### src/rtl/conv1d_pkg.sv
// Shared types and defaults for the 1-D convolution sequencer.
// Holds the controller state enum and the tap one-hot helper.
package conv1d_pkg;

  localparam int DATA_WIDTH = 8;
  localparam int PSUM_WIDTH = 16;
  localparam int LEN_WIDTH  = 10;
  localparam int MAX_K      = 32;

  typedef enum logic [2:0] {
    S_IDLE,
    S_LOAD_W,
    S_STREAM,
    S_DRAIN,
    S_DONE
  } ctrl_state_t;

  // Wide enough for any supported tap count; callers slice to K.
  function automatic logic [MAX_K-1:0] onehot_k(
    input logic [LEN_WIDTH-1:0] idx
  );
    logic [MAX_K-1:0] one;
    one = {{(MAX_K-1){1'b0}}, 1'b1};
    return one << idx;
  endfunction

endpackage

### src/rtl/conv1d_seq_ctrl_if.sv
// Stream, PE-array and result bundle of the conv1d sequencer.
// The controller uses master; the array/source/sink side uses slave.
interface conv1d_seq_ctrl_if #(
  parameter int DATA_WIDTH = conv1d_pkg::DATA_WIDTH,
  parameter int PSUM_WIDTH = conv1d_pkg::PSUM_WIDTH,
  parameter int K          = 3
);

  logic                  s_valid;
  logic                  s_ready;
  logic [DATA_WIDTH-1:0] s_data;
  logic [K-1:0]          w_load;
  logic [DATA_WIDTH-1:0] w_data;
  logic                  arr_en;
  logic                  arr_valid;
  logic [DATA_WIDTH-1:0] arr_data;
  logic                  arr_psum_valid;
  logic [PSUM_WIDTH-1:0] arr_psum;
  logic                  m_valid;
  logic                  m_ready;
  logic [PSUM_WIDTH-1:0] m_data;

  modport master (
    input  s_valid, s_data,
    input  arr_psum_valid, arr_psum,
    input  m_ready,
    output s_ready, w_load, w_data,
    output arr_en, arr_valid, arr_data,
    output m_valid, m_data
  );

  modport slave (
    output s_valid, s_data,
    output arr_psum_valid, arr_psum,
    output m_ready,
    input  s_ready, w_load, w_data,
    input  arr_en, arr_valid, arr_data,
    input  m_valid, m_data
  );

endinterface

### src/rtl/conv1d_out_reg.sv
// Result side: drops warm-up sums, holds one result, and
// stalls the array whenever that result is refused.
module conv1d_out_reg #(
  parameter int PSUM_WIDTH = conv1d_pkg::PSUM_WIDTH,
  parameter int LEN_WIDTH  = conv1d_pkg::LEN_WIDTH,
  parameter int K          = 3
) (
  input  logic                  clk,
  input  logic                  rst,
  input  logic                  i_clr,
  input  logic                  i_psum_valid,
  input  logic [PSUM_WIDTH-1:0] i_psum,
  input  logic                  i_m_ready,
  output logic                  o_m_valid,
  output logic [PSUM_WIDTH-1:0] o_m_data,
  output logic                  o_arr_en,
  output logic [LEN_WIDTH-1:0]  o_kept
);

  logic                  r_m_valid;
  logic [PSUM_WIDTH-1:0] r_m_data;
  logic [LEN_WIDTH-1:0]  r_disc;
  logic [LEN_WIDTH-1:0]  r_kept;
  logic                  w_arr_en;
  logic                  w_beat;
  logic                  w_warm;

  assign w_arr_en = ~(r_m_valid & ~i_m_ready);
  assign w_beat   = i_psum_valid & w_arr_en;
  assign w_warm   = r_disc < LEN_WIDTH'(K-1);

  always_ff @(posedge clk or posedge rst) begin
    if (rst) begin
      r_m_valid <= 1'b0;
      r_m_data  <= '0;
      r_disc    <= '0;
      r_kept    <= '0;
    end else if (i_clr) begin
      r_disc <= '0;
      r_kept <= '0;
    end else begin
      if (w_beat && w_warm)
        r_disc <= r_disc + LEN_WIDTH'(1);
      // A fresh load overrides a same-cycle handshake.
      if (w_beat && !w_warm) begin
        r_m_data  <= i_psum;
        r_m_valid <= 1'b1;
        r_kept    <= r_kept + LEN_WIDTH'(1);
      end else if (r_m_valid && i_m_ready) begin
        r_m_valid <= 1'b0;
      end
    end
  end

  assign o_m_valid = r_m_valid;
  assign o_m_data  = r_m_data;
  assign o_arr_en  = w_arr_en;
  assign o_kept    = r_kept;

endmodule

### src/rtl/conv1d_seq_ctrl.sv
// Sequencer for the 1-D conv systolic array: weight load,
// sample streaming and result drain under one stall signal.
module conv1d_seq_ctrl #(
  parameter int DATA_WIDTH = conv1d_pkg::DATA_WIDTH,
  parameter int PSUM_WIDTH = conv1d_pkg::PSUM_WIDTH,
  parameter int K          = 3,
  parameter int LEN_WIDTH  = conv1d_pkg::LEN_WIDTH
) (
  input  logic                 clk,
  input  logic                 rst,
  input  logic                 start,
  input  logic [LEN_WIDTH-1:0] len,
  output logic                 busy,
  output logic                 done,
  output logic                 err,
  conv1d_seq_ctrl_if.master    bus
);

  import conv1d_pkg::*;

  ctrl_state_t           r_state;
  ctrl_state_t           w_next;
  logic [LEN_WIDTH-1:0]  r_len;
  logic [LEN_WIDTH-1:0]  r_widx;
  logic [LEN_WIDTH-1:0]  r_scnt;
  logic                  r_busy;
  logic                  r_done;
  logic                  r_err;
  logic [K-1:0]          r_w_load;
  logic [DATA_WIDTH-1:0] r_w_data;
  logic                  r_arr_valid;
  logic [DATA_WIDTH-1:0] r_arr_data;

  logic [MAX_K-1:0]      w_onehot;
  logic [LEN_WIDTH-1:0]  w_kept;
  logic                  w_m_valid;
  logic [PSUM_WIDTH-1:0] w_m_data;
  logic                  w_arr_en;
  logic                  w_idle;
  logic                  w_in_load;
  logic                  w_in_stream;
  logic                  w_start_ok;
  logic                  w_start_bad;
  logic                  w_s_ready;
  logic                  w_hs;
  logic                  w_drain_ok;

  assign w_idle      = r_state == S_IDLE;
  assign w_in_load   = r_state == S_LOAD_W;
  assign w_in_stream = r_state == S_STREAM;
  assign w_start_ok  = start & w_idle &
                       (len >= LEN_WIDTH'(K));
  assign w_start_bad = start & w_idle &
                       (len < LEN_WIDTH'(K));
  assign w_s_ready   = w_arr_en & (w_in_load | w_in_stream);
  assign w_hs        = bus.s_valid & w_s_ready;
  assign w_onehot    = onehot_k(r_widx);
  assign w_drain_ok  = (w_kept == r_len - LEN_WIDTH'(K-1)) &
                       (~w_m_valid | bus.m_ready);

  always_comb begin
    w_next = r_state;
    unique case (r_state)
      S_IDLE:
        if (w_start_ok) w_next = S_LOAD_W;
      S_LOAD_W:
        if (w_hs && r_widx == LEN_WIDTH'(K-1))
          w_next = S_STREAM;
      S_STREAM:
        if (w_hs && r_scnt == r_len - LEN_WIDTH'(1))
          w_next = S_DRAIN;
      S_DRAIN:
        if (w_drain_ok) w_next = S_DONE;
      S_DONE:
        w_next = S_IDLE;
      default:
        w_next = S_IDLE;
    endcase
  end

  always_ff @(posedge clk or posedge rst) begin
    if (rst) r_state <= S_IDLE;
    else     r_state <= w_next;
  end

  always_ff @(posedge clk or posedge rst) begin
    if (rst) begin
      r_len       <= '0;
      r_widx      <= '0;
      r_scnt      <= '0;
      r_busy      <= 1'b0;
      r_done      <= 1'b0;
      r_err       <= 1'b0;
      r_w_load    <= '0;
      r_w_data    <= '0;
      r_arr_valid <= 1'b0;
      r_arr_data  <= '0;
    end else begin
      r_err  <= w_start_bad;
      r_done <= r_state == S_DONE;
      if (w_start_ok) begin
        r_busy <= 1'b1;
        r_len  <= len;
        r_widx <= '0;
        r_scnt <= '0;
      end else if (r_state == S_DONE) begin
        r_busy <= 1'b0;
      end
      // Array-facing strobes freeze with the rest of the array.
      if (w_arr_en) begin
        r_w_load    <= '0;
        r_arr_valid <= 1'b0;
        if (w_hs && w_in_load) begin
          r_w_load <= w_onehot[K-1:0];
          r_w_data <= bus.s_data;
          r_widx   <= r_widx + LEN_WIDTH'(1);
        end
        if (w_hs && w_in_stream) begin
          r_arr_valid <= 1'b1;
          r_arr_data  <= bus.s_data;
          r_scnt      <= r_scnt + LEN_WIDTH'(1);
        end
      end
    end
  end

  conv1d_out_reg #(
    .PSUM_WIDTH (PSUM_WIDTH),
    .LEN_WIDTH  (LEN_WIDTH),
    .K          (K)
  ) u_out (
    .clk          (clk),
    .rst          (rst),
    .i_clr        (w_start_ok),
    .i_psum_valid (bus.arr_psum_valid),
    .i_psum       (bus.arr_psum),
    .i_m_ready    (bus.m_ready),
    .o_m_valid    (w_m_valid),
    .o_m_data     (w_m_data),
    .o_arr_en     (w_arr_en),
    .o_kept       (w_kept)
  );

  assign busy          = r_busy;
  assign done          = r_done;
  assign err           = r_err;
  assign bus.s_ready   = w_s_ready;
  assign bus.w_load    = r_w_load;
  assign bus.w_data    = r_w_data;
  assign bus.arr_en    = w_arr_en;
  assign bus.arr_valid = r_arr_valid;
  assign bus.arr_data  = r_arr_data;
  assign bus.m_valid   = w_m_valid;
  assign bus.m_data    = w_m_data;

endmodule
### src/flat_wrapper.sv
// flat-port wrapper written by rule: the top's interface ports become plain ports
module conv1d_seq_ctrl_flat import conv1d_pkg::*;
#(
  parameter int DATA_WIDTH = conv1d_pkg::DATA_WIDTH,
  parameter int PSUM_WIDTH = conv1d_pkg::PSUM_WIDTH,
  parameter int K          = 3,
  parameter int LEN_WIDTH  = conv1d_pkg::LEN_WIDTH
)
  (clk, rst, start, len, busy, done, err, bus_s_valid, bus_s_data, bus_arr_psum_valid, bus_arr_psum, bus_m_ready, bus_s_ready, bus_w_load, bus_w_data, bus_arr_en, bus_arr_valid, bus_arr_data, bus_m_valid, bus_m_data);
  conv1d_seq_ctrl_if #(.DATA_WIDTH(DATA_WIDTH), .PSUM_WIDTH(PSUM_WIDTH), .K(K)) bus_i ();
  input  logic clk;
  input  logic rst;
  input  logic start;
  input  logic [LEN_WIDTH-1:0] len;
  output logic busy;
  output logic done;
  output logic err;
  input wire logic [$bits(bus_i.s_valid)-1:0] bus_s_valid;
  input wire logic [$bits(bus_i.s_data)-1:0] bus_s_data;
  input wire logic [$bits(bus_i.arr_psum_valid)-1:0] bus_arr_psum_valid;
  input wire logic [$bits(bus_i.arr_psum)-1:0] bus_arr_psum;
  input wire logic [$bits(bus_i.m_ready)-1:0] bus_m_ready;
  output wire logic [$bits(bus_i.s_ready)-1:0] bus_s_ready;
  output wire logic [$bits(bus_i.w_load)-1:0] bus_w_load;
  output wire logic [$bits(bus_i.w_data)-1:0] bus_w_data;
  output wire logic [$bits(bus_i.arr_en)-1:0] bus_arr_en;
  output wire logic [$bits(bus_i.arr_valid)-1:0] bus_arr_valid;
  output wire logic [$bits(bus_i.arr_data)-1:0] bus_arr_data;
  output wire logic [$bits(bus_i.m_valid)-1:0] bus_m_valid;
  output wire logic [$bits(bus_i.m_data)-1:0] bus_m_data;
  assign bus_i.s_valid = bus_s_valid;
  assign bus_i.s_data = bus_s_data;
  assign bus_i.arr_psum_valid = bus_arr_psum_valid;
  assign bus_i.arr_psum = bus_arr_psum;
  assign bus_i.m_ready = bus_m_ready;
  assign bus_s_ready = bus_i.s_ready;
  assign bus_w_load = bus_i.w_load;
  assign bus_w_data = bus_i.w_data;
  assign bus_arr_en = bus_i.arr_en;
  assign bus_arr_valid = bus_i.arr_valid;
  assign bus_arr_data = bus_i.arr_data;
  assign bus_m_valid = bus_i.m_valid;
  assign bus_m_data = bus_i.m_data;
  conv1d_seq_ctrl #(.DATA_WIDTH(DATA_WIDTH), .PSUM_WIDTH(PSUM_WIDTH), .K(K), .LEN_WIDTH(LEN_WIDTH)) u_core (.clk(clk), .rst(rst), .start(start), .len(len), .busy(busy), .done(done), .err(err), .bus(bus_i));
endmodule
### config.mk
export PLATFORM = sky130hd
export DESIGN_NAME = conv1d_seq_ctrl_flat
export DESIGN_NICKNAME = d
export VERILOG_FILES = /design/src/rtl/conv1d_pkg.sv /design/src/rtl/conv1d_seq_ctrl_if.sv /design/src/rtl/conv1d_out_reg.sv /design/src/rtl/conv1d_seq_ctrl.sv /design/src/flat_wrapper.sv
export SDC_FILE = /design/constraint.sdc
export NUM_CORES = 1
export LEC_CHECK = 0
export ABC_AREA = 1
export CELL_PAD_IN_SITES_DETAIL_PLACEMENT = 1
export CELL_PAD_IN_SITES_GLOBAL_PLACEMENT = 1
export CORE_MARGIN = 1
export CORE_UTILIZATION = 42
export DETAILED_ROUTE_END_ITERATION = 12
export PLACE_DENSITY = 0.95
export SLEW_MARGIN = 20
export SYNTH_ARGS = -nofsm -noshare
export SYNTH_HDL_FRONTEND = slang
export SYNTH_SLANG_ARGS = --single-unit
### constraint.sdc
create_clock -name clk -period 9 [get_ports clk]
set_clock_uncertainty 0.1 [all_clocks]
set_input_delay 2.25 -clock clk [delete_from_list [all_inputs] [get_ports clk]]
set_output_delay 2.25 -clock clk [all_outputs]
set_load 0.02 [all_outputs]
* Word level (Yosys, flattened, before mapping)
Index checks and enable logic that the tools add are counted.
Storage, ports and cells: bits in registers 93, latch bits 0, RAM bits 0, memory bits (read-only) 0, input port bits 40, output and inout bits 42, logic and storage cells 89, memories 0
Cells by class: add/subtract/negate cells 6, multipliers 0, div/mod/pow operators 0, order comparisons 3, eq/ne operators 11, shift-type cells 1, multiplexer cells 21, bitwise logic cells 14, reductions and logical operators 18
Operator list (count):
- two-way mux 10 bit | 10
- adder 10 x 1 -> 10 bit, second input constant | 4
- == test 10 bit | 2
- less-than comparator 10 x 2 -> 1 bit, second input constant | 2
- two-way mux 3 bit | 5
- case mux 3 bit (4 select lines) | 1
- == test 10 x 2 -> 1 bit, second input constant | 1
- greater-or-equal comparator 10 x 2 -> 1 bit, second input constant | 1
- << shifter 1 x 10 -> 3 bit, first input constant | 1
- subtractor 10 x 1 -> 10 bit, second input constant | 1
- subtractor 10 x 2 -> 10 bit, second input constant | 1
- bitwise AND 1 bit | 8
- AND reduction 2 bit | 4
- nonzero test 2 bit | 4
- logical AND 1 bit | 7
- == test 3 x 2 -> 1 bit, second input constant | 2
- != test 2 bit, second input constant | 3
- two-way mux 1 bit | 5
- NOT 1 bit | 4
- AND reduction 4 bit | 1
- == test 3 x 1 -> 1 bit, second input constant | 1
- == test 3 bit, second input constant | 1
- logical NOT 3 bit | 1
- != test 2 x 1 -> 1 bit, second input constant | 1
- 2 further kinds | 3

* Longest topological paths before layout
Gate-level depths: netlist of run 1.
depth after elaboration 8, mapped depth 14, mapped depth without buffers 14

* Modules after synthesis
A second synthesis of run 1 with hierarchy kept.
Second synthesis, totals: cell total of the unflattened synthesis 630, area, all modules 4971.0 um^2
By module, submodules not included:
- conv1d_seq_ctrl | instances 1, cells each 427, area each 3198.1 um^2, seq. area each 1401.3 um^2
- conv1d_out_reg | instances 1, cells each 203, area each 1773.0 um^2, seq. area each 925.9 um^2

* Worst setup path before layout of run 1
Ideal clock, no wire load.
path type input to output, start point input bus_m_ready, end point output bus_s_ready, arrival time 2.712 ns, required time 6.650 ns, setup slack 3.938 ns, stages on the path 4, buffers on the path 0, cells stage by stage inv_1 > nand2_2 > nand2_4 > inv_1
On the way: longest elaborated chain between the ends 4
Ends and longest elaborated chain:
- from (decl) | RTL line flat_wrapper.sv:22 | input wire logic [$bits(bus_i.m_ready)-1:0] bus_m_ready;
- NOT 1 bit | RTL line conv1d_out_reg.sv:28 | assign w_arr_en = ~(r_m_valid & ~i_m_ready);
- bitwise AND 1 bit | RTL line conv1d_out_reg.sv:28
- NOT 1 bit (no line)
- named net bus_arr_en | RTL line flat_wrapper.sv:26 | output wire logic [$bits(bus_i.arr_en)-1:0] bus_arr_en;
- bitwise AND 1 bit | RTL line conv1d_seq_ctrl.sv:55 | assign w_s_ready = w_arr_en & (w_in_load | w_in_stream);
- to (decl) | RTL line flat_wrapper.sv:23 | output wire logic [$bits(bus_i.s_ready)-1:0] bus_s_ready;
The timed path passes the listed nets, and every way through them passes these cells.

* Worst setup path after layout of run 1
start point input bus_m_ready, end point output bus_s_ready
On the way: longest elaborated chain between the ends 4
Ends and longest elaborated chain (RTL line):
- NOT 1 bit | conv1d_out_reg.sv:28
- bitwise AND 1 bit | conv1d_out_reg.sv:28
- NOT 1 bit (no line)
- bitwise AND 1 bit | conv1d_seq_ctrl.sv:55
No other way between the ends.

==> key figures, run 1 <==
Synthesis
  – Async SR Flop Fraction: 100.0%
  – #FFs+latches synth: 93
  – Post-Syn Nets: 656
  – Area share of xor/xnor cells in the synthesized design: 2.382%
  – Top-area cell type share of the netlist area: 48.68%
  – Post-Syn Area: 4781 um2
  – Adder-Cell Fraction of Synth Area: 2.094%
  – Leading post-synthesis cells by cell area: dfrtp_1, nand2_1, inv_1
  – Register area share after synthesis: 48.68%
  – Simple-gate portion of the synthesized area: 28.95%
  – Main flop type after synthesis: dfrtp_1
  – Synth warn: 0
  – Synth unique cells: 34
  – Largest family of logic cells by synthesized area: simple AND/OR/NAND/NOR gates
  – Synth Instances: 608
  – Post-synthesis mux area share: 0.2094%
  – Number of synthesized flops with an enable pin: 0
  – Post-synth top area cell: dfrtp_1
  – Area fraction in compound gates after synthesis: 9.317%
  – Synthesized area per cell: 7.863 um2

Routing
  – Routed Antenna Nets: 0
  – Detailed-route DRC error count: 0
  – WL per Instance: 22.54 um
  – Drt first pass iters: 5
  – Total wire length: 18,780 um
  – Vias: 5,001
  – Via/cell ratio: 6.004
  – DRT iter0 DRCs: 414

Clocking
  – Post-CTS Hold Buffers: 0
  – Clk_lat worst skew: 0.37 ns
  – Total CTS buffers: 9
  – H-tree Lvls: 3
  – Clock-pin slew on the worst setup and hold paths: 0.07 ns
  – CTS tree: built
  – # Post-CTS Setup Buffers: 0
  – CTS Buffer Depth: 2
  – CTS root buf: clkbuf_16
  – Clock sink count: 93
  – # resized after CTS: 0

STA
  – Hold Vio Cnt, Final: 0
  – Total negative setup slack: 0 ns
  – Final period util: 67.77%
  – Fmax: 164.0 MHz
  – Slew margin rel.: 36.02%
  – Final setup margin: 2.901 ns
  – Worst slew pin tran: 0.9597 ns
  – Final Max Tran Viols: 0
  – Crit path time final: 6.099 ns
  – Final setup viols: 0
  – Unrepaired setup endpoints after global routing: false

Worst setup path
  – CP max stage delay: 0.60 ns
  – Worst path cell trace: clkdlybuf4s50_1 -> inv_1 -> nand2_2 -> nand2_4 -> inv_1 -> clkdlybuf4s50_1
  – Setup crit start kind: input pin
  – Critical-path maximum fanout: 6
  – Crit. End Element: output port
  – Critical path's top delay family: buffers and inverters
  – Crit path DAT: 3.75 ns
  – Slowest CP cell: clkdlybuf4s50_1
  – Worst path bufs/invs: 4
  – Required time worst endpoint: 6.65 ns
  – Worst Path Class, Setup: in -> out

Global routing
  – Vias in the first global route: 5,507
  – Global-route wire length before repair: 29,570 um
  – GRT Util Overall: 33.70%
  – Initial antenna violation count: 0
  – Global route total overflow: 0
  – Largest net degree at the start of global routing: 73

Layout
  – Final Net Count: 736
  – Fin util: 54.84%
  – Share of layout cells above drive strength 1: 6.349%
  – Antenna Cells: 0
  – Area grow syn2layout: 25.99%

Floorplanning
  – Row count: 38
  – Die area: 11,810 um2
  – CORE AREA: 10,980 um2
  – I/O Pins: 82
  – Die height: 108.7 um
  – Die width: 108.7 um
  – Initial Utilization: 43.53%

Power and ir drop
  – VDD IR max: 0.1946 mV
  – Leak Pwr: 2.934 nW
  – Power per cell area: 353.1 nW/um2

Placed design
  – Dpl ws: 2.899 ns
  – # port buffers: 81
  – HPWL after DPL: 10,850 um
  – GP Congestion: 0.9269

Run
  – Number of max-cap violations: 0

Outcome
  – Status: finished clean

Min path
  – HP Class: reg -> reg
-- Yosys cell counts (2+ instances only) --
cell      instances
nand2_1         151
dfrtp_1          93
inv_1            82
nand3_1          58
nor2_1           47
o21ai_0          46
nor3_1           19
a21oi_1          14
nand4_1          11
buf_2             9
ha_1              8
o21ai_1           8
xor2_1            7
xnor2_1           6
a31oi_1           5
nand2_2           5
nor2_2            5
clkbuf_1          4
inv_2             4
o31ai_1           4
nand2_4           3
nor3_2            3
nor4_1            3
a22oi_1           2
clkinv_2          2
-- worst min-delay path: stages (launching register included) --
cell,delay (ns)
dfrtp_1,0.35
nand2_1,0.05
nand2_1,0.05
-- logic make-up after synthesis --
logic type / after synthesis
adders and majority gates: 8
AOI/OAI and AO/OA: 83
buffers and inverters: 102
and+or+nand+nor: 308
DFF: 93
xor gates and xnor gates: 13
muxes: 1
-- sequential cells by signal, indices dropped and copies added, names as in the netlist --
name / cells
u_core.r_scnt: 10
u_core.done: 1
u_core.r_len: 10
u_core.u_out.o_m_data: 16
u_core.bus.arr_data: 8
u_core.bus.w_load: 3
u_core.r_widx: 10
u_core.u_out.r_disc: 10
u_core.u_out.o_m_valid: 1
u_core.bus.arr_valid: 1
u_core.r_state: 3
u_core.busy: 1
u_core.u_out.o_kept: 10
u_core.err: 1
u_core.bus.w_data: 8
-- report_power, final --
group	internal (mW)	switching [mW]
Sequential	0.563	0.149
Clock	0.225	0.190
Combinational	0.345	0.654
Total	1.13	0.993
-- placed cells by master (no fill, tap or decap), types with 9 or more instances in the layout --
cell type / instances
nor2_1: 47
nand3_1: 58
nor3_1: 19
o21ai_0: 46
clkdlybuf4s50_1: 81
nand2_1: 151
clkbuf_16: 9
dfrtp_1: 93
nand4_1: 11
inv_1: 81
a21oi_1: 14
-- worst paths after layout --
kind | startpoint | endpoint | slack [ns] | cells after the start
max | bus_m_ready | bus_s_ready | 2.90 | 6
min | u_core.u_out.o_m_data[2] | u_core.u_out.o_m_data[2] | 0.38 | 2
max reg2reg | u_core.r_state[1] | u_core.r_scnt[1] | 6.19 | 7
min reg2reg | u_core.u_out.o_m_data[2] | u_core.u_out.o_m_data[2] | 0.38 | 2
max in group asynchronous | rst | u_core.u_out.o_kept[8] | 5.38 | 3
min in group asynchronous | rst | u_core.bus.arr_data[6] | 2.13 | 2
-- layer usage --
layer,up-vias,routed length [um],track usage [%]
li1,2118,-,-
met1,2534,7056,37.66
met2,264,9512,58.59
met3,85,1285,8.249
met4,0,921,19.02
met5,-,0,0
-- area by class of cell --
class / instances / area [um2]
well taps: 140 / 175.2
clock inverters: 6 / 68.82
fillers: 1268 / 4960
clock buffers: 10 / 239.0
multi-input cells: 413 / 2053
inverters: 88 / 334.1
flip-flops and latches: 93 / 2327
repair buffers: 83 / 825.8
-- metrics by stage --
stage	hold WS, ns	cells	area (um2)	total power, mW
after global routing	0.4183	833	6023	2.224
after floorplan	0.3598	608	4781	1.256
final	0.3808	833	6023	2.127
after detailed placement	0.3706	817	5715	1.625
after CTS	0.3871	833	6023	2.107
after global placement	0.3529	817	5715	1.541
No activity file was read; power rests on OpenSTA's default activity.
==> inputs of run 2 (changes only) <==
--- a/config.mk
+++ b/config.mk
@@ -9,9 +9,9 @@
 export CELL_PAD_IN_SITES_DETAIL_PLACEMENT = 1
 export CELL_PAD_IN_SITES_GLOBAL_PLACEMENT = 1
 export CORE_MARGIN = 1
-export CORE_UTILIZATION = 42
+export CORE_UTILIZATION = 35
 export DETAILED_ROUTE_END_ITERATION = 12
-export PLACE_DENSITY = 0.95
+export PLACE_DENSITY = 0.87
 export SLEW_MARGIN = 20
 export SYNTH_ARGS = -nofsm -noshare
 export SYNTH_HDL_FRONTEND = slang
==> constraint.sdc (replaced) <==
create_clock -name clk -period 5.43 [get_ports clk]
set_clock_uncertainty 0.1 [all_clocks]
set_input_delay 1.3575 -clock clk [delete_from_list [all_inputs] [get_ports clk]]
set_output_delay 1.3575 -clock clk [all_outputs]
set_load 0.02 [all_outputs]
==> run 2 against run 1 <==
Against the previous run: highest routed layer unchanged; combinational power increased by 55%; power increased by 58%; sequential share of layout area decreased by 0.34 points; register-to-register slack got worse by 3.1 ns; global-route usage decreased by 12 points; critical path depth unchanged; cell area increased by 0.89%; hold slack improved by 0.0019 ns.
==> key figures, run 2 (same netlist as run 1, synthesis figures left out) <==
Worst setup path
  – Crit. End Element: output port
  – Worst path cell trace: clkdlybuf4s50_1 -> inv_1 -> nand2_2 -> nand2_4 -> inv_1 -> clkdlybuf4s50_1
  – Worst Path Class, Setup: in -> out
  – Slowest CP cell: clkdlybuf4s50_1
  – Setup crit start kind: input pin
  – Critical-path maximum fanout: 6
  – Critical path's top delay family: buffers and inverters
  – CP max stage delay: 0.65 ns
  – Required time worst endpoint: 3.97 ns
  – Crit path DAT: 2.90 ns
  – Worst path bufs/invs: 4

STA
  – Hold Vio Cnt, Final: 0
  – Total negative setup slack: 0 ns
  – Crit path time final: 4.360 ns
  – Worst slew pin tran: 0.7493 ns
  – Final Max Tran Viols: 0
  – Final period util: 80.30%
  – Fmax: 229.3 MHz
  – Unrepaired setup endpoints after global routing: false
  – Final setup viols: 0
  – Slew margin rel.: 49.99%
  – Final hold slack: 0.3827 ns

Clocking
  – Clk_lat worst skew: 0.34 ns
  – CTS Buffer Depth: 2
  – Post-CTS Hold Buffers: 0
  – Total CTS buffers: 9
  – # Post-CTS Setup Buffers: 0
  – CTS root buf: clkbuf_16
  – # resized after CTS: 0
  – CTS tree: built
  – Clock-pin slew on the worst setup and hold paths: 0.07 ns
  – H-tree Lvls: 3
  – Clock sink count: 93

Placed design
  – HPWL after DPL: 10,420 um
  – # port buffers: 81
  – GP Congestion: 0.8845

Routing
  – Detailed-route DRC error count: 0
  – Routed Antenna Nets: 0
  – Drt first pass iters: 4
  – Total wire length: 14,490 um
  – DRT iter0 DRCs: 143
  – WL per Instance: 16.67 um
  – Vias: 4,474
  – Via/cell ratio: 5.148

Global routing
  – GRT Util Overall: 22.02%
  – Global Route met3 Usage: 4.406%
  – Initial antenna violation count: 0
  – Global-route wire length before repair: 24,750 um
  – Met2 Resource Use GR: 38.16%
  – Vias in the first global route: 4,844
  – Global route total overflow: 0
  – Largest net degree at the start of global routing: 43
  – GR Layer Usage met1: 26.76%
  – GRT busiest layer: met2

Power and ir drop
  – Power per cell area: 552.3 nW/um2
  – VDD IR max: 0.2599 mV
  – Leak Pwr: 2.935 nW

Floorplanning
  – Die area: 14,130 um2
  – Die width: 118.9 um
  – Row count: 42
  – I/O Pins: 82
  – Initial Utilization: 35.96%
  – CORE AREA: 13,300 um2
  – Die height: 118.9 um

Layout
  – Max FFs per register: 16
  – Fillers: 1,592
  – Antenna Cells: 0
  – Commonest non-fill, non-tap cell in the layout: nand2_1
  – Area grow syn2layout: 27.11%
  – Share of layout cells above drive strength 1: 6.349%
  – Most frequent cells in the layout: nand2_1, dfrtp_1, inv_1, clkdlybuf4s50_1, nand3_1
  – Final Net Count: 737

Outcome
  – Status: finished clean

Run
  – Number of max-cap violations: 0

Min path
  – HP Class: reg -> reg
## run 2: path summary, 6_finish.rpt
kind	start	endpoint	slack, ns	cells past startpoint
setup / recovery	bus_m_ready	bus_s_ready	1.07	6
hold / removal	u_core.u_out.o_m_data[8]	u_core.u_out.o_m_data[8]	0.38	2
setup reg to reg	u_core.u_out.o_m_valid	u_core.u_out.o_m_data[10]	3.14	6
hold reg to reg	u_core.u_out.o_m_data[8]	u_core.u_out.o_m_data[8]	0.38	2
max in group asynchronous	rst	u_core.u_out.o_kept[3]	2.98	3
min in group asynchronous	rst	u_core.r_widx[3]	1.35	2
## run 2: per-stage QoR
step	cell area (um2)	total power [mW]	std cells	setup WS, ns	utilization, %
detailed placement	5768	2.680	854	1.111	43.38
finish	6077	3.357	869	1.070	45.71
CTS	6077	3.379	869	1.073	45.71
global placement	5768	2.566	854	1.152	43.38
global route	6077	3.598	869	0.9838	45.71
floorplan	4781	2.082	608	1.552	-
## run 2: layer usage
metal  up-vias  wire length [um]
li1       2120                 -
met1      2216              5974
met2       102              7392
met3        36               705
met4         0               412
met5         -                 0
## run 2: cell type report
class	instances	area, um2	area share (%)
Timing Repair Buffer	84	833.3	13.71
Tap cell	176	220.2	3.624
Inverter	88	334.1	5.497
Clock buffer	11	252.7	4.159
Sequential cell	93	2327	38.30
Multi-Input combinational cell	413	2053	33.79
Clock inverter	4	56.30	0.9265
## run 2: where the power goes
group	switching [mW]	internal, mW
Sequential	0.217	0.934
Clock	0.275	0.383
Combinational	0.977	0.571
Total	1.47	1.89
## run 2: worst register-to-register path, stage by stage (launching register included)
cell and delay, ns:
dfrtp_1 0.41, nand2_2 0.21, nand3_1 0.44, inv_2 0.48, nand2_2 0.32, nand2_1 0.16
nand2_1 0.06
